--- config.mk ---
export PLATFORM = sky130hd
export DESIGN_NAME = wrr_req_queue_flat
export DESIGN_NICKNAME = d
export VERILOG_FILES = /design/src/rtl/wrr_req_queue_if.sv /design/src/rtl/wrr_req_queue.sv /design/src/flat_wrapper.sv
export SDC_FILE = /design/constraint.sdc
export NUM_CORES = 1
export LEC_CHECK = 0
export ABC_AREA = 1
export BUFFER_PORTS_ARGS = -buffer_cell sky130_fd_sc_hd__buf_2
export CORE_AREA = 2 2 134 110
export DETAILED_ROUTE_END_ITERATION = 10
export DIE_AREA = 0 0 136 112
export GPL_ROUTABILITY_DRIVEN = 0
export GPL_TIMING_DRIVEN = 0
export PLACE_DENSITY = 0.82
export REMOVE_ABC_BUFFERS = 1
export SETUP_SLACK_MARGIN = 0.15
export SLEW_MARGIN = 25
export SYNTH_ARGS = -nofsm -noshare
export SYNTH_HDL_FRONTEND = slang
export SYNTH_SLANG_ARGS = --single-unit
--- constraint.sdc ---
create_clock -name clk -period 3.01 [get_ports clk]
set_clock_uncertainty 0.1 [all_clocks]
set_input_delay 0.301 -clock clk [delete_from_list [all_inputs] [get_ports clk]]
set_output_delay 0.301 -clock clk [all_outputs]
set_load 0.03 [all_outputs]
--- src/rtl/wrr_req_queue_if.sv ---
// Handshake bundle between the per-requester queues, the WRR arbiter and the
// shared downstream consumer. The slave modport is the queue block's view.
interface wrr_req_queue_if #(
  parameter int N  = 4,
  parameter int DW = 8
);
  localparam int SW = (N > 1) ? $clog2(N) : 1;

  logic [N-1:0]    in_valid;
  logic [N*DW-1:0] in_data;
  logic [N-1:0]    in_ready;
  logic [N-1:0]    request;
  logic [N-1:0]    grant;
  logic            out_valid;
  logic [DW-1:0]   out_data;
  logic [SW-1:0]   out_src;
  logic            out_ready;
  logic            grant_err;

  modport slave (
    input  in_valid, in_data, grant, out_ready,
    output in_ready, request, out_valid, out_data, out_src, grant_err
  );

  modport master (
    output in_valid, in_data, grant, out_ready,
    input  in_ready, request, out_valid, out_data, out_src, grant_err
  );
endinterface

--- src/rtl/wrr_req_queue.sv ---
// Per-requester FIFOs feeding a WRR arbiter; the granted FIFO is popped into a
// single registered valid/ready output stage shared by all requesters.
module wrr_req_queue #(
  parameter int N     = 4,
  parameter int DW    = 8,
  parameter int DEPTH = 4
) (
  input  logic             clk,
  input  logic             reset,
  wrr_req_queue_if.slave   bus
);
  localparam int SW = (N > 1) ? $clog2(N) : 1;
  localparam int PW = $clog2(DEPTH);
  localparam int CW = $clog2(DEPTH + 1);

  logic [DW-1:0] mem_q    [N][DEPTH];
  logic [DW-1:0] mem_d    [N][DEPTH];
  logic [PW-1:0] wr_ptr_q [N];
  logic [PW-1:0] wr_ptr_d [N];
  logic [PW-1:0] rd_ptr_q [N];
  logic [PW-1:0] rd_ptr_d [N];
  logic [CW-1:0] count_q  [N];
  logic [CW-1:0] count_d  [N];

  logic          out_valid_q, out_valid_d;
  logic [DW-1:0] out_data_q,  out_data_d;
  logic [SW-1:0] out_src_q,   out_src_d;
  logic          grant_err_q, grant_err_d;

  logic          can_accept;
  logic [N-1:0]  rdy;
  logic [N-1:0]  req;
  logic [N-1:0]  hit;
  logic [N-1:0]  push;
  logic [N-1:0]  pop;
  logic          pop_any;
  logic [SW-1:0] pop_idx;

  always_comb begin
    can_accept = !out_valid_q || bus.out_ready;
    rdy        = '0;
    req        = '0;
    for (int unsigned i = 0; i < N; i++) begin
      rdy[i] = (count_q[i] != CW'(DEPTH)) && !reset;
      req[i] = (count_q[i] != '0) && can_accept;
    end
    hit  = bus.grant & req;
    push = bus.in_valid & rdy;
    // Lowest-index hit wins, so an illegal multi-hot grant still pops one word.
    pop     = '0;
    pop_any = 1'b0;
    pop_idx = '0;
    for (int unsigned i = 0; i < N; i++) begin
      if (hit[i] && !pop_any) begin
        pop_any = 1'b1;
        pop_idx = SW'(i);
        pop[i]  = 1'b1;
      end
    end
  end

  always_comb begin
    mem_d    = mem_q;
    wr_ptr_d = wr_ptr_q;
    rd_ptr_d = rd_ptr_q;
    count_d  = count_q;
    for (int unsigned i = 0; i < N; i++) begin
      if (push[i]) begin
        mem_d[i][wr_ptr_q[i]] = bus.in_data[i*DW +: DW];
        wr_ptr_d[i]           = wr_ptr_q[i] + 1'b1;
      end
      if (pop[i]) begin
        rd_ptr_d[i] = rd_ptr_q[i] + 1'b1;
      end
      case ({push[i], pop[i]})
        2'b10:   count_d[i] = count_q[i] + 1'b1;
        2'b01:   count_d[i] = count_q[i] - 1'b1;
        default: count_d[i] = count_q[i];
      endcase
    end
  end

  always_comb begin
    out_valid_d = out_valid_q;
    out_data_d  = out_data_q;
    out_src_d   = out_src_q;
    if (pop_any) begin
      out_valid_d = 1'b1;
      out_data_d  = mem_q[pop_idx][rd_ptr_q[pop_idx]];
      out_src_d   = pop_idx;
    end else if (bus.out_ready) begin
      out_valid_d = 1'b0;
    end
    grant_err_d = grant_err_q || (($countones(bus.grant) > 1) && (hit != '0));
  end

  // Storage needs no reset: empty counts make stale entries unreachable.
  always_ff @(posedge clk) begin
    mem_q <= mem_d;
  end

  always_ff @(posedge clk) begin
    if (reset) begin
      for (int unsigned i = 0; i < N; i++) begin
        wr_ptr_q[i] <= '0;
        rd_ptr_q[i] <= '0;
        count_q[i]  <= '0;
      end
      out_valid_q <= 1'b0;
      out_data_q  <= '0;
      out_src_q   <= '0;
      grant_err_q <= 1'b0;
    end else begin
      wr_ptr_q    <= wr_ptr_d;
      rd_ptr_q    <= rd_ptr_d;
      count_q     <= count_d;
      out_valid_q <= out_valid_d;
      out_data_q  <= out_data_d;
      out_src_q   <= out_src_d;
      grant_err_q <= grant_err_d;
    end
  end

  assign bus.in_ready  = rdy;
  assign bus.request   = req;
  assign bus.out_valid = out_valid_q;
  assign bus.out_data  = out_data_q;
  assign bus.out_src   = out_src_q;
  assign bus.grant_err = grant_err_q;
endmodule
--- src/flat_wrapper.sv ---
// flat-port wrapper written by rule: the top's interface ports become plain ports
module wrr_req_queue_flat 
#(
  parameter int N     = 4,
  parameter int DW    = 8,
  parameter int DEPTH = 4
)
  (clk, reset, bus_in_valid, bus_in_data, bus_grant, bus_out_ready, bus_in_ready, bus_request, bus_out_valid, bus_out_data, bus_out_src, bus_grant_err);
  wrr_req_queue_if #(.N(N), .DW(DW)) bus_i ();
  input  logic clk;
  input  logic reset;
  input wire logic [$bits(bus_i.in_valid)-1:0] bus_in_valid;
  input wire logic [$bits(bus_i.in_data)-1:0] bus_in_data;
  input wire logic [$bits(bus_i.grant)-1:0] bus_grant;
  input wire logic [$bits(bus_i.out_ready)-1:0] bus_out_ready;
  output wire logic [$bits(bus_i.in_ready)-1:0] bus_in_ready;
  output wire logic [$bits(bus_i.request)-1:0] bus_request;
  output wire logic [$bits(bus_i.out_valid)-1:0] bus_out_valid;
  output wire logic [$bits(bus_i.out_data)-1:0] bus_out_data;
  output wire logic [$bits(bus_i.out_src)-1:0] bus_out_src;
  output wire logic [$bits(bus_i.grant_err)-1:0] bus_grant_err;
  assign bus_i.in_valid = bus_in_valid;
  assign bus_i.in_data = bus_in_data;
  assign bus_i.grant = bus_grant;
  assign bus_i.out_ready = bus_out_ready;
  assign bus_in_ready = bus_i.in_ready;
  assign bus_request = bus_i.request;
  assign bus_out_valid = bus_i.out_valid;
  assign bus_out_data = bus_i.out_data;
  assign bus_out_src = bus_i.out_src;
  assign bus_grant_err = bus_i.grant_err;
  wrr_req_queue #(.N(N), .DW(DW), .DEPTH(DEPTH)) u_core (.clk(clk), .reset(reset), .bus(bus_i));
endmodule
**Word level (Yosys, flattened, before mapping)**

Index checks and enable logic that the tools add are counted.

- Add/sub/neg operators: 19
- Multipliers: 0
- Div/mod/pow operators: 0
- Magnitude comparators: 11
- Eq/ne operators: 12
- Shift-type cells: 0
- Mux-type cells: 37
- Bitwise logic cells: 8
- Reduce and logical (&&, ||, !) cells: 33

Operators with widths:

| operator | number |
|---|---|
| bitwise mux 32 bit | 4 |
| binary-select mux 32 bit (select 2 bit) | 1 |
| demux 8 bit (select 2 bit) | 4 |
| two-way mux 32 bit | 2 |
| two-way mux 8 bit | 6 |
| adder 32 bit | 1 |
| > comparator 32 x 2 -> 1 bit (second input constant) | 1 |
| case mux 3 bit (2 select lines) | 4 |
| greater-or-equal comparator 3 bit (second input constant) | 6 |
| inverter 2 -> 3 bit | 6 |
| adder 2 x 1 -> 2 bit (second input constant) | 8 |
| binary-select mux 8 bit (select 2 bit) | 1 |
| logical AND 1 bit | 16 |
| adder 3 x 1 -> 3 bit (second input constant) | 4 |
| < comparator 3 x 1 -> 1 bit (second input constant) | 4 |
| inequality test 3 bit (second input constant) | 4 |
| nonzero test 3 bit | 4 |
| subtractor 3 x 1 -> 3 bit (second input constant) | 4 |
| two-way mux 1 bit | 10 |
| nonzero test 2 bit | 5 |
| AND 4 bit | 2 |
| equality test 2 x 1 -> 1 bit (second input constant) | 4 |
| equality test 2 bit (second input constant) | 4 |
| two-way mux 2 bit | 4 |
| other kinds (5) | 11 |

- Register bits after elaboration: 168
- Latch bits: 0
- RAM bits: 0
- Bits in read-only memories: 0
- Output and inout port bits: 20
- Logic and storage cells: 152
- Memories: 0

**Longest topological paths before layout**

- Depth after elaboration: 22
- Depth in mapped cells: 18

**Worst setup path after synthesis**

No wires, ideal clock.

- Kind: register -> register
- Start point: register u_core.out_valid_q (netlist: u_core.bus.out_valid)
- End point: register u_core.count_q[2] (netlist name)
- Setup time: 0.058 ns
- Arrival: 2.437 ns
- Path slack: 0.415 ns
- Cell stages (with the launch flop): 14
- Path buffers: 2
- Period minus slack after synthesis: 2.595 ns
- Cells stage by stage: dfxtp_1 > nand2_4 > nand3_4 > nand4_4 > buf_6 > buf_2 > inv_1 > ha_1 > inv_1 > fa_1 > a21oi_1 > o21ai_0 > a21oi_1 > o21a_1

- Word-level cells in the longest chain between the ends: 16

Ends and longest elaborated chain:

| what | line | source |
|---|---|---|
| start, declared | wrr_req_queue.sv:25 | `logic out_valid_q, out_valid_d;` |
| start signal, assigned | wrr_req_queue.sv:117 | `out_valid_q <= out_valid_d;` |
| logical NOT 1 bit * | wrr_req_queue.sv:40 | `can_accept = !out_valid_q \|\| bus.out_ready;` |
| logical OR 1 bit * | wrr_req_queue.sv:40 |  |
| logical AND 1 bit | wrr_req_queue.sv:45 | `req[i] = (count_q[i] != '0) && can_accept;` |
| AND 4 bit * | wrr_req_queue.sv:47 | `hit = bus.grant & req;` |
| two-way mux 1 bit | wrr_req_queue.sv:54 | `if (hit[i] && !pop_any) begin` |
| logical NOT 1 bit | wrr_req_queue.sv:54 |  |
| logical AND 1 bit | wrr_req_queue.sv:54 |  |
| two-way mux 1 bit | wrr_req_queue.sv:54 |  |
| logical NOT 1 bit | wrr_req_queue.sv:54 |  |
| logical AND 1 bit | wrr_req_queue.sv:54 |  |
| two-way mux 1 bit | wrr_req_queue.sv:54 |  |
| logical NOT 1 bit | wrr_req_queue.sv:54 |  |
| logical AND 1 bit * | wrr_req_queue.sv:54 |  |
| two-way mux 1 bit * | wrr_req_queue.sv:54 |  |
| net u_core.pop[3] | wrr_req_queue.sv:35 | `logic [N-1:0] pop;` |
| equality test 2 x 1 -> 1 bit or equality test 2 bit (tied branches) | wrr_req_queue.sv:75 | `case ({push[i], pop[i]})` |
| case mux 3 bit (2 select lines) or nonzero test 2 bit (tied branches) | - |  |
| end signal, assigned | wrr_req_queue.sv:116 | `count_q <= count_d;` |
| end, declared | wrr_req_queue.sv:22 | `logic [CW-1:0] count_q [N];` |

Mark *: on every way through the listed nets, which the timed path passes. The rest lies on a longest branch.
A chain may end at the register's enable or synchronous reset.

**Worst setup path after layout**

- Start point: register u_core.count_q[7] (netlist name)
- End point: register u_core.count_q[8] (netlist name)

- Word-level cells in the longest chain between the ends: 7

Ends and longest elaborated chain:

| what | line |
|---|---|
| nonzero test 3 bit | wrr_req_queue.sv:45 |
| logical AND 1 bit | wrr_req_queue.sv:45 |
| AND 4 bit | wrr_req_queue.sv:47 |
| logical AND 1 bit | wrr_req_queue.sv:54 |
| two-way mux 1 bit | wrr_req_queue.sv:54 |
| equality test 2 x 1 -> 1 bit or equality test 2 bit (tied branches) | wrr_req_queue.sv:75 |
| case mux 3 bit (2 select lines) or nonzero test 2 bit (tied branches) | - |

Parallel ways exist; a longest one is shown, timed or not.

==> out/results.md <==
| Item | This run | Unit |
|:---|:---|:---|
| Number of buffer cells added on primary ports | 62 | - |
| Final hold violation count | 0 | - |
| Reg-to-reg critical path startpoint | u_core.count_q[7] | - |
| Number of max-cap violations | 0 | - |
| Die Y | 112 | µm |
| Flops & latches, synth | 168 | - |
| Area enclosed by the die boundary | 0.01523 | mm² |
| Core Util, Final | 67.59 | % |
| Overflow left after global routing | 0 | - |
| Data arrival time of the worst path | 2.91 | ns |
| Endpoint class of the critical path | flip-flop | - |
| Depth of the most critical reg-to-reg path | 13 | - |
| Capture point of the worst reg-to-reg path | u_core.count_q[8] | - |
| Die W | 136 | µm |
| Clock Latency Late Sink | 0.42 | ns |
| Result of the run | finished, final reports clean | - |
| Power per standard cell area | 932.4 | mW/mm² |
| Most frequent cell after synthesis | nand2_1 | - |
| CTS tree | yes | - |
| CP max FO | 38 | - |
| Capture endpoint of the worst hold path | u_core.mem_q[36] | - |
| Maximum number of pins on one net before global-route repair | 45 | - |
| Gate count of the mapped netlist | 879 | - |
| Clock slew seen by the registers of the worst setup and hold paths | 0.06 | ns |
| Number of setup violations in the final report | 0 | - |
| Number of nets with antenna violations after routing | 0 | - |
| Fraction of post-synthesis cell area in the top cell type by area | 46.99 | % |
| Filler cell count in the final layout | 1061 | - |
| Simple-gate area share of the yosys netlist | 24.74 | % |
| Dominant combinational cell family by area after synthesis | simple AND/OR/NAND/NOR gates | - |
| CP startpoint kind | flip-flop | - |
| Hold Crit Start | bus_in_data[20] | - |
| Worst vdd ir | 0.0008453 | V |
| Complex-gate fraction of the synthesized area | 4.039 | % |
| Count of standard-cell rows | 39 | - |
| Cell at the root of the clock tree | clkbuf_16 | - |
| Number of cells on the worst hold path | 1 | - |
| Placed Instance Area | 0.008509 | mm² |
| Share of synthesized area spent on multiplexers | 0 | % |
| Violation count after the first detailed-route iteration | 533 | - |
| Dominant cells by area after synthesis | edfxtp_1 47%, nand2_1 9.9%, dfxtp_1 9.8% | - |
| Number of design rule violations left after detail routing | 0 | - |
| Setup slack of the critical path after layout | 0.3637 | ns |
| Ratio of cells with drive above 1 in the final layout | 15.38 | % |
| Number of global-route vias before repair | 5850 | - |
| Share of async-settable or async-resettable flops after synthesis | 0 | % |
| Synth Area in Adders | 4.589 | % |
| Vias after detailed routing | 5985 | - |
| Final non-filler cell total | 1159 | - |
| Initial core utilization | 58.61 | % |
| Diodes inserted | 0 | - |
| RSZ-0062 raised after global routing | false | - |
| Count of warnings emitted by yosys | 0 | - |
| Library cell with the largest summed area after synthesis | edfxtp_1 | - |
| Netlist Area Pre-Place | 0.008179 | mm² |
| Estimated wirelength of the detail-placed design | 11.18 | mm |
| Share of the yosys chip area belonging to registers | 56.78 | % |
| Avg Vias per Cell | 5.164 | - |
| Final Max Tran Viols | 0 | - |
| Number of antenna violations at the first check in global routing | 0 | - |
| Clock H-tree levels | 4 | - |
| Remaining max-slew budget at the tightest pin | 39.64 | % |
| Num ports | 63 | - |
| Overall fraction of global-route tracks in use | 23.98 | % |
| Setup slack, reg-to-reg | 0.36 | ns |
| Drt pass-1 iters | 5 | - |
| Tcrit/Tclk final | 87.92 | % |
| First-pass GRT wire length | 27.68 | mm |
| Avg WL per Cell | 15.00 | µm |
| Area delta synth->final | 15.33 | % |
| Post-placement setup slack | -0.4801 | ns |
| Design Area, Final | 0.009433 | mm² |
| Worst-Margin Slew | 0.9021 | ns |
| Post-Syn Area per Cell | 9.305 | µm² |
| Hold crit path type | primary input to flip-flop | - |
| Area inside the core boundary | 0.01396 | mm² |
| Shortest period the worst path allows | 2.646 | ns |
| Num CTS Buffers | 17 | - |
| Number of distinct standard cells referenced by the synthesized netlist | 35 | - |
| FMAX | 0.3779 | GHz |
| Worst path required time | 3.28 | ns |
| Static Leak | 4.178 | nW |
| WS Path Type | flip-flop to flip-flop | - |
| Count of nets after finishing | 1032 | - |
| Number of buffers between clock root and the deepest sink | 2 | - |
| Post-synth EDFFs | 128 | - |
| Most common library cells after synthesis | 216 x nand2_1, 147 x inv_1, 128 x edfxtp_1, 99 x nor2_1, 65 x nand3_1 | - |
| Post-detailed-routing wire length | 17.38 | mm |
| Most common flop cell mapped by yosys | edfxtp_1 | - |
| Parity-gate share of the synthesized area counting xor and xnor cells | 0 | % |
| TritonCTS sink count | 168 | - |
| Post-Place Cells | 1094 | - |
logic make-up after synthesis:
group,Yosys count
AO/OA/AOI/OAI,56
buffers and inverters,189
flip-flops,168
AND/OR/NAND/NOR,439
adder cells (fa/ha/maj),27
power breakdown:
group	switching [mW]	total [mW]	leakage [nW]	internal, mW
Combinational	2.71	3.85	2.41	1.15
Clock	0.852	2.10	0.281	1.25
Sequential	0.122	2.84	1.49	2.72
layer usage:
layer,vias to the layer above,track usage (%),share of wire [%]
met5,-,0,0
met4,0,6.944,1.3
met3,21,6.056,6.1
met2,202,40.67,50
met1,2800,30.50,43
li1,2962,-,-
final cells by class:
type	count	area (µm²)	area share, %
timing repair buffer	91	598.1	6.340
tap	184	230.2	2.441
clock buffer	21	460.4	4.881
multi-input combinational	526	2794	29.62
inverter	158	600.6	6.367
clock inverter	11	105.1	1.114
sequential	168	4644	49.24
sequential cells by signal, indices dropped and copies added (netlist names):
name	cells
u_core.bus.grant_err	1
u_core.bus.out_data	8
u_core.bus.out_src	2
u_core.bus.out_valid	1
u_core.count_q	12
u_core.mem_q	128
u_core.rd_ptr_q	8
u_core.wr_ptr_q	8
worst max-delay path, stage by stage, from the launching register on:
cell     delay, ns
dfxtp_1       0.37
nor2_2        0.06
nand2_2       0.09
nand3_4       0.16
inv_2         0.14
nand2_8       0.20
inv_8         0.27
ha_1          0.19
inv_1         0.07
fa_1          0.38
a21oi_1       0.14
o21ai_0       0.12
a21oi_1       0.14
o21a_1        0.14
placed cells by master, fill, tap and decap left out, drive strengths merged:
cell / netlist / layout
bufinv: 0 / 2
inv: 157 / 157
clkbuf: 7 / 21
clkinvlp: 0 / 1
a211oi: 8 / 8
nand3b: 8 / 8
a31oi: 2 / 2
nand4: 1 / 3
a21oi: 24 / 24
o21ai: 13 / 13
o211ai: 1 / 1
nor2: 119 / 119
nand3: 75 / 75
nor3b: 5 / 5
o21bai: 4 / 4
buf: 24 / 63
o21a: 4 / 4
dlygate4sd3: 0 / 28
nand2: 228 / 230
clkinv: 1 / 9
nor3: 3 / 3
edfxtp: 128 / 128
fa: 5 / 5
ha: 22 / 22
dfxtp: 40 / 40
repair_timing:
item,in CTS,in global routing
endpoints found under the setup margin,8,1
buffers inserted,1,0
pin swaps,3,0
gates resized for setup,2,2
hold endpoints to repair,108,3
gates cloned,4,0
hold buffers,27,1
metrics by stage:
step / setup TNS, ns / power (mW) / hold slack [ns]
5_1_grt: 0 / 9.395 / 0.0009570
4_1_cts: 0 / 8.780 / 0.00005704
6_report: 0 / 8.795 / 0.01713
2_1_floorplan: 0 / 5.610 / 0.2701
3_5_place_dp: -3.330 / 6.512 / 0.3468
3_3_place_gp: -2.925 / 6.402 / 0.3390
worst max path at each step:
stage / start / endpoint / slack, ns / depth (start not counted)
finish: u_core.count_q[7] / u_core.count_q[8] / 0.36 / 13
global route: u_core.count_q[7] / u_core.count_q[8] / 0.20 / 13
CTS: u_core.count_q[7] / u_core.count_q[8] / 0.24 / 13
detailed placement: bus_out_ready / u_core.bus.out_data[5] / -0.48 / 15
global placement: bus_out_ready / u_core.bus.out_data[5] / -0.42 / 15
floorplan: u_core.bus.out_valid / u_core.bus.out_data[0] / 0.22 / 13
(Power assumes the default switching activity.)
